==> config.mk <==
export PLATFORM = sky130hd
export DESIGN_NAME = rxdeframer
export DESIGN_NICKNAME = d
export VERILOG_FILES = /design/src/rtl/rxdeframer_pkg.sv /design/src/rtl/rxdeframer_bclk_edge.sv /design/src/rtl/rxdeframer.sv
export SDC_FILE = /design/constraint.sdc
export NUM_CORES = 1
export LEC_CHECK = 0
export CAP_MARGIN = 20
export CORE_MARGIN = 1
export CORE_UTILIZATION = 55
export CTS_BUF_LIST = sky130_fd_sc_hd__clkbuf_4
export DETAILED_ROUTE_END_ITERATION = 10
export PLACE_DENSITY = 0.8
export SLEW_MARGIN = 20
export SYNTH_ARGS = -nofsm -noshare
export SYNTH_HDL_FRONTEND = slang
export SYNTH_HIERARCHICAL = 1
export SYNTH_SLANG_ARGS = --single-unit
==> constraint.sdc <==
create_clock -name i_Pclk -period 4.54 [get_ports i_Pclk]
set_clock_uncertainty 0.15 [all_clocks]
set_input_delay 1.362 -clock i_Pclk [delete_from_list [all_inputs] [get_ports i_Pclk]]
set_output_delay 1.362 -clock i_Pclk [all_outputs]
set_load 0.05 [all_outputs]
==> src/rtl/rxdeframer_pkg.sv <==
// Shared types and helpers for the USRT receive deframer.
// Optional parity checking in the top is enabled by RXDEFRAMER_PARITY_EN.
package rxdeframer_pkg;

   localparam int unsigned DEF_MAX_BITS = 11;
   localparam int unsigned DEF_CNT_W    = 4;

   typedef enum logic [1:0] {
      IDLE   = 2'd0,
      RECV   = 2'd1,
      COMMIT = 2'd2
   } state_t;

   // Frames shorter than start+stop, or longer than the shift register, are clamped.
   function automatic int unsigned clamp_count(input int unsigned count,
                                               input int unsigned max_bits);
      if (count < 2)
         return 2;
      else if (count > max_bits)
         return max_bits;
      return count;
   endfunction

endpackage

==> src/rtl/rxdeframer_bclk_edge.sv <==
// Bit-clock falling-edge detector; i_Bclk is already synchronous to i_Pclk.
// Produces a single-cycle pulse on the i_Pclk cycle after i_Bclk goes low.
module bclk_edge (
   input  logic i_Pclk,
   input  logic i_Reset,
   input  logic i_Bclk,
   output logic o_Fall
);

   logic r_Bclk_d;

   always_ff @(posedge i_Pclk) begin
      if (i_Reset)
         r_Bclk_d <= 1'b0;
      else
         r_Bclk_d <= i_Bclk;
   end

   assign o_Fall = ~i_Bclk & r_Bclk_d;

endmodule

==> src/rtl/rxdeframer.sv <==
// USRT receive deframer: start detect, bit sampling on bit-clock falls, one-entry holding register.
// Parity checking and its ports exist only when RXDEFRAMER_PARITY_EN is defined.
//
// state  | meaning
// IDLE   | waiting for i_Enable with a low level on i_Rx_Serial
// RECV   | sampling one bit per bit-clock fall into the shift register
// COMMIT | one cycle: load holding register or flag overrun
module rxdeframer
   import rxdeframer_pkg::*;
#(
   parameter int unsigned MAX_BITS = DEF_MAX_BITS,
   parameter int unsigned CNT_W    = DEF_CNT_W
) (
   input  logic                i_Pclk,
   input  logic                i_Reset,
   input  logic                i_Enable,
   input  logic                i_Bclk,
   input  logic [CNT_W-1:0]    i_Count,
   input  logic                i_Rx_Serial,
`ifdef RXDEFRAMER_PARITY_EN
   input  logic                i_Parity_Odd,
`endif
   input  logic                i_Ready,
   output logic                o_Valid,
   output logic [MAX_BITS-1:0] o_Data,
   output logic                o_Frame_Err,
`ifdef RXDEFRAMER_PARITY_EN
   output logic                o_Parity_Err,
`endif
   output logic                o_Overrun,
   output logic                o_Busy
);

   localparam logic [CNT_W-1:0] CNT_ONE = CNT_W'(1);

   state_t              state;
   logic [CNT_W-1:0]    count;
   logic [CNT_W-1:0]    bit_idx;
   logic [MAX_BITS-1:0] shift;
   logic [CNT_W-1:0]    last_idx;
   logic                fall;
   logic                stop_bit;

   bclk_edge u_bclk_edge (
      .i_Pclk  (i_Pclk),
      .i_Reset (i_Reset),
      .i_Bclk  (i_Bclk),
      .o_Fall  (fall)
   );

   assign last_idx = count - CNT_ONE;

   always_comb begin
      stop_bit = 1'b0;
      for (int i = 0; i < int'(MAX_BITS); i++) begin
         if (CNT_W'(i) == last_idx)
            stop_bit = shift[i];
      end
   end

`ifdef RXDEFRAMER_PARITY_EN
   logic par_sum;

   // XOR over data and parity bits, i.e. indices 1 .. count-2.
   always_comb begin
      par_sum = 1'b0;
      for (int i = 1; i < int'(MAX_BITS); i++) begin
         if (CNT_W'(i) < last_idx)
            par_sum = par_sum ^ shift[i];
      end
   end
`endif

   always_ff @(posedge i_Pclk) begin
      if (i_Reset) begin
         state       <= IDLE;
         count       <= '0;
         bit_idx     <= '0;
         shift       <= '0;
         o_Valid     <= 1'b0;
         o_Data      <= '0;
         o_Frame_Err <= 1'b0;
`ifdef RXDEFRAMER_PARITY_EN
         o_Parity_Err <= 1'b0;
`endif
         o_Overrun   <= 1'b0;
         o_Busy      <= 1'b0;
      end else begin
         if (o_Valid && i_Ready)
            o_Valid <= 1'b0;

         case (state)
            IDLE: begin
               if (i_Enable && !i_Rx_Serial) begin
                  state   <= RECV;
                  o_Busy  <= 1'b1;
                  count   <= CNT_W'(clamp_count(32'(i_Count), MAX_BITS));
                  bit_idx <= '0;
                  shift   <= '0;
               end
            end

            RECV: begin
               if (fall) begin
                  for (int i = 0; i < int'(MAX_BITS); i++) begin
                     if (CNT_W'(i) == bit_idx)
                        shift[i] <= i_Rx_Serial;
                  end
                  bit_idx <= bit_idx + CNT_ONE;
                  // A start bit that reads high at its sampling point was noise.
                  if (bit_idx == '0 && i_Rx_Serial) begin
                     state  <= IDLE;
                     o_Busy <= 1'b0;
                  end else if (bit_idx == last_idx) begin
                     state <= COMMIT;
                  end
               end
            end

            COMMIT: begin
               if (!o_Valid || i_Ready) begin
                  o_Valid     <= 1'b1;
                  o_Data      <= shift;
                  o_Frame_Err <= ~stop_bit;
`ifdef RXDEFRAMER_PARITY_EN
                  o_Parity_Err <= (par_sum != i_Parity_Odd);
`endif
               end else begin
                  o_Overrun <= 1'b1;
               end
               state  <= IDLE;
               o_Busy <= 1'b0;
            end

            default: begin
               state  <= IDLE;
               o_Busy <= 1'b0;
            end
         endcase
      end
   end

endmodule
==> implementation parameters, run 1 <==
Parameter                              Value

Routing
  WL per Instance    12.5 um
  First-pass DRT Iterations    4
  Initial drt markers    52
  ANT nets after route    0
  Vias/cell    approximately 5.5
  Routed Wire Length    between 3000 and 4000 um
  Total via count after detailed routing    1592
  Residual DRC count    0

Critical path
  Worst Path Class, Setup    reg -> out
  Required time reported for the critical path endpoint    3.03 ns
  Crit. End Element    output port
  Cell at the slowest stage of the critical path    clkdlybuf4s50_1
  Crit-path max cell delay    0.81 ns
  Kind of cell adding the most delay to the critical path    buffers and inverters
  Type of origin of the critical path    flip-flop
  Arrival time worst endpoint    about 1.5 ns
  Count of buffer and inverter cells on the critical path    1
  Peak fanout along the critical path    2
  Worst-path cell chain    clkdlybuf4s50_1

Power
  Internal cell power    about 0.00042 W
  Leakage dissipation    0.791 nW
  Sequential Power Share    0.583
  Part of the power in combinational logic    0.117
  Net switching share of the total power    0.263
  Maximum vdd drop    0.000167 V
  Clock share of power    0.300
  Net switching power of the design    0.000151 W
  Total power per unit cell area    265 mW/mm2

STA
  Pin slew with the least headroom to its limit    0.696 ns
  Min Clock Period, post-route    3.02 ns
  Hold Vio Cnt, Final    0
  Total negative slack    0 ns
  Tightest slew margin relative to the limit    0.535
  Max Fclk    331 MHz
  Final Max Tran Viols    0
  Unrepaired setup endpoints after global routing    false
  Final-report setup violation count    0
  Final period util    0.665

Placement
  Placed cell count    281
  DPL Wire Length    2710 um
  Routability cong.    0.874
  Port Buf Inserts    24

Yosys
  Area fraction of the dominant cell type after synthesis    0.397
  Net count after synthesis    240
  Leading register cell type out of synthesis    dfxtp_1
  Number of enable-type register cells in the synthesized netlist    0
  Top cells by area, synth    dfxtp_1 40%, nand2_1 9.7%, a21oi_1 6.4%
  Async S/R FF share, synth    0
  Synth Register Bits    37
  Post-synthesis average cell area    8.40 um2
  Post-synthesis sequential area ratio    0.397
  Syn Std Cell Area    approximately 0.0019 mm2
  Most area-hungry cell type in the Yosys netlist    dfxtp_1
  Number of warnings reported in the yosys synthesis log    6
  Mapped Cells    around 220
  Cell variety after synth    45

CTS
  Clock tree from TritonCTS    done
  Clock sink total    37
  Clk slew on worst S/H paths    between 0.1 and 0.15 ns
  Post-CTS Setup Repair Bufs    0
  TritonCTS buffer count    5
  H-tree lvl count    2
  Deepest clock path buffer count    2
  Cts hold-fix bufs    0
  Post-cts gate resize count    0
  Insertion delay to the later sink of the worst-skew pair    0.34 ns
  Clk Tree Root Cell    clkbuf_4

GRT
  Global route total overflow    0
  Maximum number of pins on one net before global-route repair    23
  Antenna violations before repair    0
  Vias in the first global route    1394
  Wire length of the first global-routing pass    around 6100 um
  Aggregate global-route resource usage    0.231

Cells and area
  Net count reported at finish    262
  Number of cells in the finished layout apart from fillers    289
  Most common cell after layout, fill and taps aside    nand2_1
  Share of layout cells above drive strength 1    0.0816
  Antenna cells    0
  Most frequent cells in the layout    48 x nand2_1, 37 x dfxtp_1, 24 x a21oi_1, 24 x clkdlybuf4s50_1, 17 x nor2_1
  Filler cells    258
  Synthesis-to-layout area growth    16.2%

Floorplan
  Die width    60.2 um
  Area of the placeable core    0.00313 mm2
  Initial cell density of the core    0.596
  # rows    20
  Die area    0.00363 mm2
  Die boundary height    60.2 um
  Number of ports placed on the die boundary    25

Job
  Max_cap viols    0

Hold path
  Classification of the worst-slack hold path    reg -> reg

Outcome
  Status    complete, no violations
-- cells in the mapped netlist, types with 2 or more instances --
library cell / count
buf_6: 2
xor2_1: 4
o21ai_0: 6
clkbuf_1: 4
nor2_1: 17
nand2_1: 48
nand2b_1: 5
nand4b_1: 2
a211oi_1: 2
a21oi_1: 24
nand3_1: 5
buf_1: 2
nand3b_1: 3
ha_1: 8
mux2i_1: 8
nor2b_1: 3
buf_2: 2
inv_1: 4
xnor2_1: 5
a31oi_1: 4
nor3_1: 3
dfxtp_1: 37
a31o_2: 2
-- registers in the layout (all words and copies together), names as in the netlist --
name                  flops
bit_idx                   4
count                     4
o_Busy                    1
o_Data                   11
o_Frame_Err               1
o_Overrun                 1
o_Valid                   1
shift                    11
state                     2
u_bclk_edge/r_Bclk_d      1
-- per-stage QoR --
stage / instance area (um2) / total power, W / worst slack [ns] / utilization / hold slack (ns)
final: 2170 / 0.000575 / 1.52 / 0.693 / 0.308
after global routing: 2170 / 0.000600 / 1.40 / 0.693 / 0.327
after CTS: 2170 / 0.000579 / 1.49 / 0.693 / 0.310
after detailed placement: 2110 / 0.000410 / 1.14 / 0.676 / 0.296
after global placement: 2110 / 0.000409 / 1.19 / 0.676 / 0.293
after floorplan: 1870 / 0.000390 / 1.78 / - / 0.290
-- cell families (layout without fill, tap and decap cells) --
group | after synthesis | count (layout) | share of synthesized area
XOR/XNOR | 9 | 9 | 0.0423
AND/OR/NAND/NOR | 101 | 101 | 0.280
buffers and inverters | 14 | 37 | 0.0376
adder cells (fa/ha/maj) | 8 | 8 | 0.0537
multiplexers | 9 | 9 | 0.0490
flip-flops | 37 | 37 | 0.397
AO/OA/AOI/OAI | 44 | 44 | 0.141
-- layer usage --
| layer | wire [um] | track usage |
|---|---|---|
| met5 | 0 | 0 |
| met4 | 61 | 0.0930 |
| met3 | 160 | 0.0714 |
| met2 | 1670 | 0.372 |
| met1 | 1730 | 0.285 |
-- power groups by stage --
stage          logic [W]  registers, W  clock network [W]
2_1_floorplan  0.0000484      0.000342                  0
3_3_place_gp   0.0000661      0.000343                  0
3_5_place_dp   0.0000669      0.000343                  0
4_1_cts        0.0000673      0.000335           0.000177
5_1_grt        0.0000738      0.000336           0.000190
6_report       0.0000674      0.000335           0.000172
-- layout make-up --
cell class / count / area [um2] / share of cell area
Clock buffer: 6 / 45.0 / 0.0208
Timing Repair Buffer: 25 / 248 / 0.114
Clock inverter: 2 / 10.0 / 0.00462
Sequential cell: 37 / 741 / 0.342
Inverter: 4 / 15.0 / 0.00692
Multi-Input combinational cell: 171 / 1050 / 0.486
Tap cell: 44 / 55.1 / 0.0254
-- path summary, 6_finish.rpt --
| path | endpoint | slack, ns | cells past startpoint | startpoint |
|---|---|---|---|---|
| hold / removal | o_Data[0]$_SDFFE_PP0P_ | 0.31 | 2 | o_Data[0]$_SDFFE_PP0P_ |
| setup reg to reg | state[0]$_SDFFE_PP0P_ | 2.45 | 6 | count[0]$_SDFFE_PP0P_ |
| hold reg to reg | o_Data[0]$_SDFFE_PP0P_ | 0.31 | 2 | o_Data[0]$_SDFFE_PP0P_ |
| setup / recovery | o_Data[7] | 1.52 | 1 | o_Data[7]$_SDFFE_PP0P_ |
No activity file was read; power rests on OpenSTA's default activity.
==> inputs of run 2 (changes only) <==
CORE_UTILIZATION = 51   (was 55)
PLACE_DENSITY = 0.78   (was 0.8)
clock period = 2.68 ns   (was 4.54 ns; I/O delays follow)
==> implementation parameters, run 2 (same netlist as run 1, synthesis figures left out) <==
Parameter                              Value

Critical path
  Count of buffer and inverter cells on the critical path    1 (unchanged)
  Worst r2r src    count[0]$_SDFFE_PP0P_
  Arrival time worst endpoint    1.50 ns (about the same)
  Kind of cell adding the most delay to the critical path    buffers and inverters
  Worst Path Class, Setup    reg -> out
  Crit. End Element    output port
  Crit-path max cell delay    0.80 ns (about the same)
  Worst-path cell chain    clkdlybuf4s50_1
  Peak fanout along the critical path    3 (+1)
  Register-to-register setup slack    0.57 ns (-1.88 ns)
  Endpoint of the most critical register-to-register path    state[0]$_SDFFE_PP0P_
  Required time reported for the critical path endpoint    1.73 ns (-1.30 ns)
  Length in cells of the worst reg-to-reg path    6 (unchanged)
  Type of origin of the critical path    flip-flop
  Cell at the slowest stage of the critical path    clkdlybuf4s50_1

Placement
  Placed cell count    290 (+3.2%)
  Port Buf Inserts    24 (unchanged)
  Routability cong.    0.869 (-0.54%)
  Placed inst area    0.00217 mm2 (+2.6%)
  DPL Wire Length    2910 um (+7.3%)

Power
  Maximum vdd drop    0.000332 V (+99%)
  Total power per unit cell area    473 mW/mm2 (+79%)
  Leakage dissipation    0.831 nW (+5.2%)

GRT
  Antenna violations before repair    0 (unchanged)
  Maximum number of pins on one net before global-route repair    20 (-13%)
  Global route total overflow    0 (unchanged)
  Wire length of the first global-routing pass    6770 um (+11%)
  Aggregate global-route resource usage    0.219 (-0.0123)
  Vias in the first global route    1502 (+7.7%)

Routing
  Routed Wire Length    3890 um (+7.4%)
  Total via count after detailed routing    1594 (+0.13%)
  Initial drt markers    72 (+38%)
  Vias/cell    5.37 (-2.6%)
  First-pass DRT Iterations    4 (unchanged)
  Residual DRC count    0 (unchanged)
  ANT nets after route    0 (unchanged)
  WL per Instance    13.1 um (+4.5%)

Floorplan
  Area of the placeable core    0.00342 mm2 (+9.2%)
  # rows    21 (+5.0%)
  Die area    0.00390 mm2 (+7.6%)
  Initial cell density of the core    0.546 (-0.0502)
  Number of ports placed on the die boundary    25 (unchanged)
  Die boundary height    62.5 um (+3.7%)
  Die width    62.5 um (+3.7%)

CTS
  Clock tree from TritonCTS    done
  TritonCTS buffer count    5 (unchanged)
  Clk slew on worst S/H paths    0.11 ns (about the same)
  Deepest clock path buffer count    2 (unchanged)
  Cts hold-fix bufs    0 (unchanged)
  Post-cts gate resize count    0 (unchanged)
  H-tree lvl count    2 (unchanged)
  Clock sink total    37 (unchanged)
  Insertion delay to the later sink of the worst-skew pair    0.34 ns (about the same)
  Post-CTS Setup Repair Bufs    0 (unchanged)
  Clk Tree Root Cell    clkbuf_4

Hold path
  Classification of the worst-slack hold path    reg -> reg
  WHS Path Cells    2 (unchanged)
  Worst hold start    o_Data[7]$_SDFFE_PP0P_
  WHS Endpoint    o_Data[7]$_SDFFE_PP0P_

STA
  Tightest slew margin relative to the limit    0.654 (+0.120)
  Hold Vio Cnt, Final    0 (unchanged)
  Final period util    0.914
  Unrepaired setup endpoints after global routing    false
  Final Max Tran Viols    0 (unchanged)
  Final-report setup violation count    0 (unchanged)
  Max Fclk    408 MHz
  Total negative slack    0 ns (unchanged)
  Min Clock Period, post-route    2.45 ns
  Pin slew with the least headroom to its limit    0.517 ns (-0.179 ns)

Outcome
  Status    complete, no violations

Cells and area
  Largest registers ranked by flip-flop count    o_Data (11), shift (11)
  Final standard cell area without fillers    0.00224 mm2 (+3.3%)
  Finished Core Util    0.656 (-0.0372)
  Most frequent cells in the layout    48 x nand2_1, 37 x dfxtp_1, 24 x a21oi_1, 24 x clkdlybuf4s50_1, 17 x nor2_1
  Share of layout cells above drive strength 1    0.104 (+0.0220)
  Most common cell after layout, fill and taps aside    nand2_1
  Antenna cells    0 (unchanged)
  Net count reported at finish    269 (+2.7%)
  Number of cells in the finished layout apart from fillers    297 (+2.8%)
  Synthesis-to-layout area growth    20.1%

Job
  Max_cap viols    0 (unchanged)
run 2: worst max-delay path by stage:
stage,from,end,cells past startpoint
2_1_floorplan,i_Bclk,state[0]$_SDFFE_PP0P_,6
3_3_place_gp,i_Enable,state[0]$_SDFFE_PP0P_,6
3_5_place_dp,i_Enable,state[0]$_SDFFE_PP0P_,6
4_1_cts,o_Valid$_SDFF_PP0_,o_Valid,1
5_1_grt,o_Valid$_SDFF_PP0_,o_Valid,1
6_report,o_Valid$_SDFF_PP0_,o_Valid,1
run 2: worst reg2reg max path, stage by stage (launching register included):
cell,delay (ns)
dfxtp_1,0.48
inv_1,0.11
ha_1,0.28
xnor2_1,0.30
xnor2_1,0.11
or3_1,0.35
a31o_2,0.24
run 2: layout make-up:
type | count | area (um2)
multi-input combinational | 171 | 1050
inverter | 4 | 15.0
timing repair buffer | 32 | 300
fill | 302 | 1170
clock buffer | 5 | 37.5
tap | 46 | 57.6
sequential | 37 | 741
clock inverter | 2 | 35.0
run 2: metal layers:
layer  vias to the layer above  track usage  share of wire
met3                        10       0.0511          0.042
met4                         0        0.108          0.023
met1                       723        0.291           0.47
met2                        47        0.332           0.46
li1                        814            -              -
met5                         -            0              0
run 2: where the power goes:
| part | switching, W | leakage, nW | internal, W |
|---|---|---|---|
| clock | 0.000178 | 0.0410 | 0.000190 |
| sequential | 0.0000112 | 0.299 | 0.000557 |
| combinational | 0.0000674 | 0.491 | 0.0000573 |
run 2: per-stage QoR:
stage                     hold slack, ns  setup WS [ns]  power (W)
final                              0.309          0.231    0.00106
after global routing               0.336          0.133    0.00112
after CTS                          0.313          0.215    0.00107
after detailed placement           0.297         0.0186   0.000704
after global placement             0.294         0.0280   0.000702
after floorplan                    0.290          0.475   0.000661
==> variant: new RTL, settings of run 2 <==
Put one more register stage on the output `o_Frame_Err`, with the module's reset. The value now appears one clock later. The other outputs are not delayed to match.
--- a/src/rtl/rxdeframer.sv
+++ b/src/rtl/rxdeframer.sv
@@ -32,6 +32,8 @@
 );
 
    localparam logic [CNT_W-1:0] CNT_ONE = CNT_W'(1);
+
+   logic o_Frame_Err_s0;
 
    state_t              state;
    logic [CNT_W-1:0]    count;
@@ -79,7 +81,7 @@
          shift       <= '0;
          o_Valid     <= 1'b0;
          o_Data      <= '0;
-         o_Frame_Err <= 1'b0;
+         o_Frame_Err_s0 <= 1'b0;
 `ifdef RXDEFRAMER_PARITY_EN
          o_Parity_Err <= 1'b0;
 `endif
@@ -121,7 +123,7 @@
                if (!o_Valid || i_Ready) begin
                   o_Valid     <= 1'b1;
                   o_Data      <= shift;
-                  o_Frame_Err <= ~stop_bit;
+                  o_Frame_Err_s0 <= ~stop_bit;
 `ifdef RXDEFRAMER_PARITY_EN
                   o_Parity_Err <= (par_sum != i_Parity_Odd);
 `endif
@@ -140,4 +142,12 @@
       end
    end
 
+   always_ff @(posedge i_Pclk) begin
+      if (i_Reset) begin
+         o_Frame_Err <= '0;
+      end else begin
+         o_Frame_Err <= o_Frame_Err_s0;
+      end
+   end
+
 endmodule
Behaviour: not the same (Yosys sat finds a counterexample within 10 cycles, from zero or initial values and one cycle with i_Reset high).
==> variant against run 2 <==
Power increased by 13%; worst setup slack lost 0.016 ns; synthesized area grew 1.7%; via count is 1.3% higher; sequential cell count grew 1; core utilization increased by 1.5 points; cell area is 3.1% higher; wire length rose by 0.98%; sequential share of layout area is 0.12 points lower; first-iteration DRC count increased by 14%; sequential power increased by 3%.
==> variant: results (changes against run 2) <==
- Status: completed
- Clock Power: 0.485 mW (+32%)
- Worst Setup SP: o_Data[8]$_SDFFE_PP0P_
- Register area: 760.7 sq um (+2.7%)
- Multiplexer share of the synthesized area: 5.867% (+0.97 points)
- Starting DRT DRC Count: 82 (+14%)
- Detailed Route WL: 3932 um (+0.98%)
- H-tree lvl count: 2 (unchanged)
- Leak pwr: 0.8677 nW (+4.4%)
- CTS clk-pin slew, worst paths: between 0.1 and 0.15 ns
- Synthesis warning total: 6 (unchanged)
- Crit-path max cell delay: 0.81 ns
- First-pass DRT Iterations: 4 (unchanged)
- Vias in the first global route: 1,482 (-1.3%)
- Grt met1 use: 28.54% (-0.52 points)
- Nets@finish: 268 (-0.37%)
- CTS Buf Count: 5 (unchanged)
- Worst reg2reg startpoint: count[1]$_SDFFE_PP0P_
- Critical Path Sink: o_Data[8]
- Adder-cell area share of the yosys netlist: 5.274% (-0.092 points)
- Delay-heaviest family, CP: buffers and inverters
- Top cells by area, synth: dfxtp_1, nand2_1, a21oi_1, ha_1, mux2i_1
- Compound-Gate Fraction of Synth Area: 12.85% (-1.2 points)
- Worst Hold Class: flip-flop to flip-flop
- Share of flip-flops with an asynchronous set or reset: 0% (unchanged)
- Top Registers: o_Data (11), shift (11)
- Worst-skew pair later-pin latency: 0.34 ns (about the same)
- N_diodes: 0 (unchanged)
- Max stage delay cell, worst path: clkdlybuf4s50_1
- Synth unique cells: 42 (-6.7%)
- Via-to-Cell Ratio: 5.438 (+1.3%)
- Cts repair resizes: 0 (unchanged)
- Fill cells: 295 (-2.3%)
- Largest net degree at the start of global routing: 14 (-30%)
- Sequential share of the synthesized area: 40.08% (+0.37 points)
- Root buffer cell: clkbuf_4
- Peak supply drop: 0.0002861 V (-14%)
- Site Rows: 21 (unchanged)
- Global Route Usage Sum: 21.94% (+0.049 points)
- Worst path arrival time: about 1.5 ns
- Reg-to-reg endpoint: state[0]$_SDFFE_PP0P_
- Comb pwr share: 10.7% (-1.1 points)
- Post-synth top cells: nand2_1, dfxtp_1, a21oi_1
- Global-route wire length before repair: 6872 um (+1.5%)
- Net count after synthesis: 238 (-0.83%)
- Port Buffers: 24 (unchanged)
- Top_reg_cell synth: dfxtp_1
- Final GP Congestion: 0.8496 (-2.3%)
- Worst slew pin tran: 0.5766 ns (+0.05964 ns)
- Area after DPL: 2203 sq um (+1.6%)
- CP Max Fanout: 2 (-1)
- GRT met2 Usage: 36.02% (+2.9 points)
- Share of cells above drive strength 1: 11.16% (+0.80 points)
- GRT Residual Overflow: 0 (unchanged)
- XOR/XNOR share of the synthesized area: 4.548% (+0.32 points)
- Flop-to-flop setup slack: 0.44 ns (-0.13 ns)
- Dpl hpwl: 2853 um (-1.9%)
- Int Pwr: 0.9259 mW (+15%)
- Met3 usage: 3.467% (-1.6 points)
==> variant: layout make-up <==
cell class	count	area share [%]
Multi-Input combinational cell	166	45.50
Sequential cell	38	32.94
Timing Repair Buffer	34	13.65
Clock inverter	3	2.979
Tap cell	46	2.492
Clock buffer	5	1.625
Inverter	5	0.8126
==> variant: through the flow <==
step,setup slack [ns],std cells,total power [mW]
2_1_floorplan,0.5975,220,0.6809
3_3_place_gp,0.1193,289,0.7232
3_5_place_dp,0.09623,289,0.7247
4_1_cts,0.1969,297,1.204
5_1_grt,0.1637,297,1.254
6_report,0.2147,297,1.198
==> variant: worst min path at each step <==
stage                     cells after the start                       to                   start  slack [ns]
after global placement                        2   o_Data[1]$_SDFFE_PP0P_  o_Data[1]$_SDFFE_PP0P_        0.29
after detailed placement                      2   o_Data[9]$_SDFFE_PP0P_  o_Data[9]$_SDFFE_PP0P_        0.30
after CTS                                     2   o_Data[9]$_SDFFE_PP0P_  o_Data[9]$_SDFFE_PP0P_        0.31
final                                         2   o_Data[9]$_SDFFE_PP0P_  o_Data[9]$_SDFFE_PP0P_        0.31
after global routing                          2   o_Data[1]$_SDFFE_PP0P_  o_Data[1]$_SDFFE_PP0P_        0.34
after floorplan                               2  o_Data[10]$_SDFFE_PP0P_  shift[10]$_SDFFE_PP0P_        0.29
==> variant: cell families after synthesis <==
| kind of cell | count (synthesis) |
|---|---|
| and+or+nand+nor | 95 |
| AOI/OAI and AO/OA | 43 |
| DFF | 38 |
| buffers and inverters | 16 |
| muxes | 11 |
| xor gates and xnor gates | 9 |
| adders and majority gates | 8 |
==> variant: per-layer routing <==
layer / vias to the layer above / wire length [um]
met1: 746 / 1796
li1: 819 / -
met3: 5 / 184
met4: 0 / 42
met2: 45 / 1909
met5: - / 0
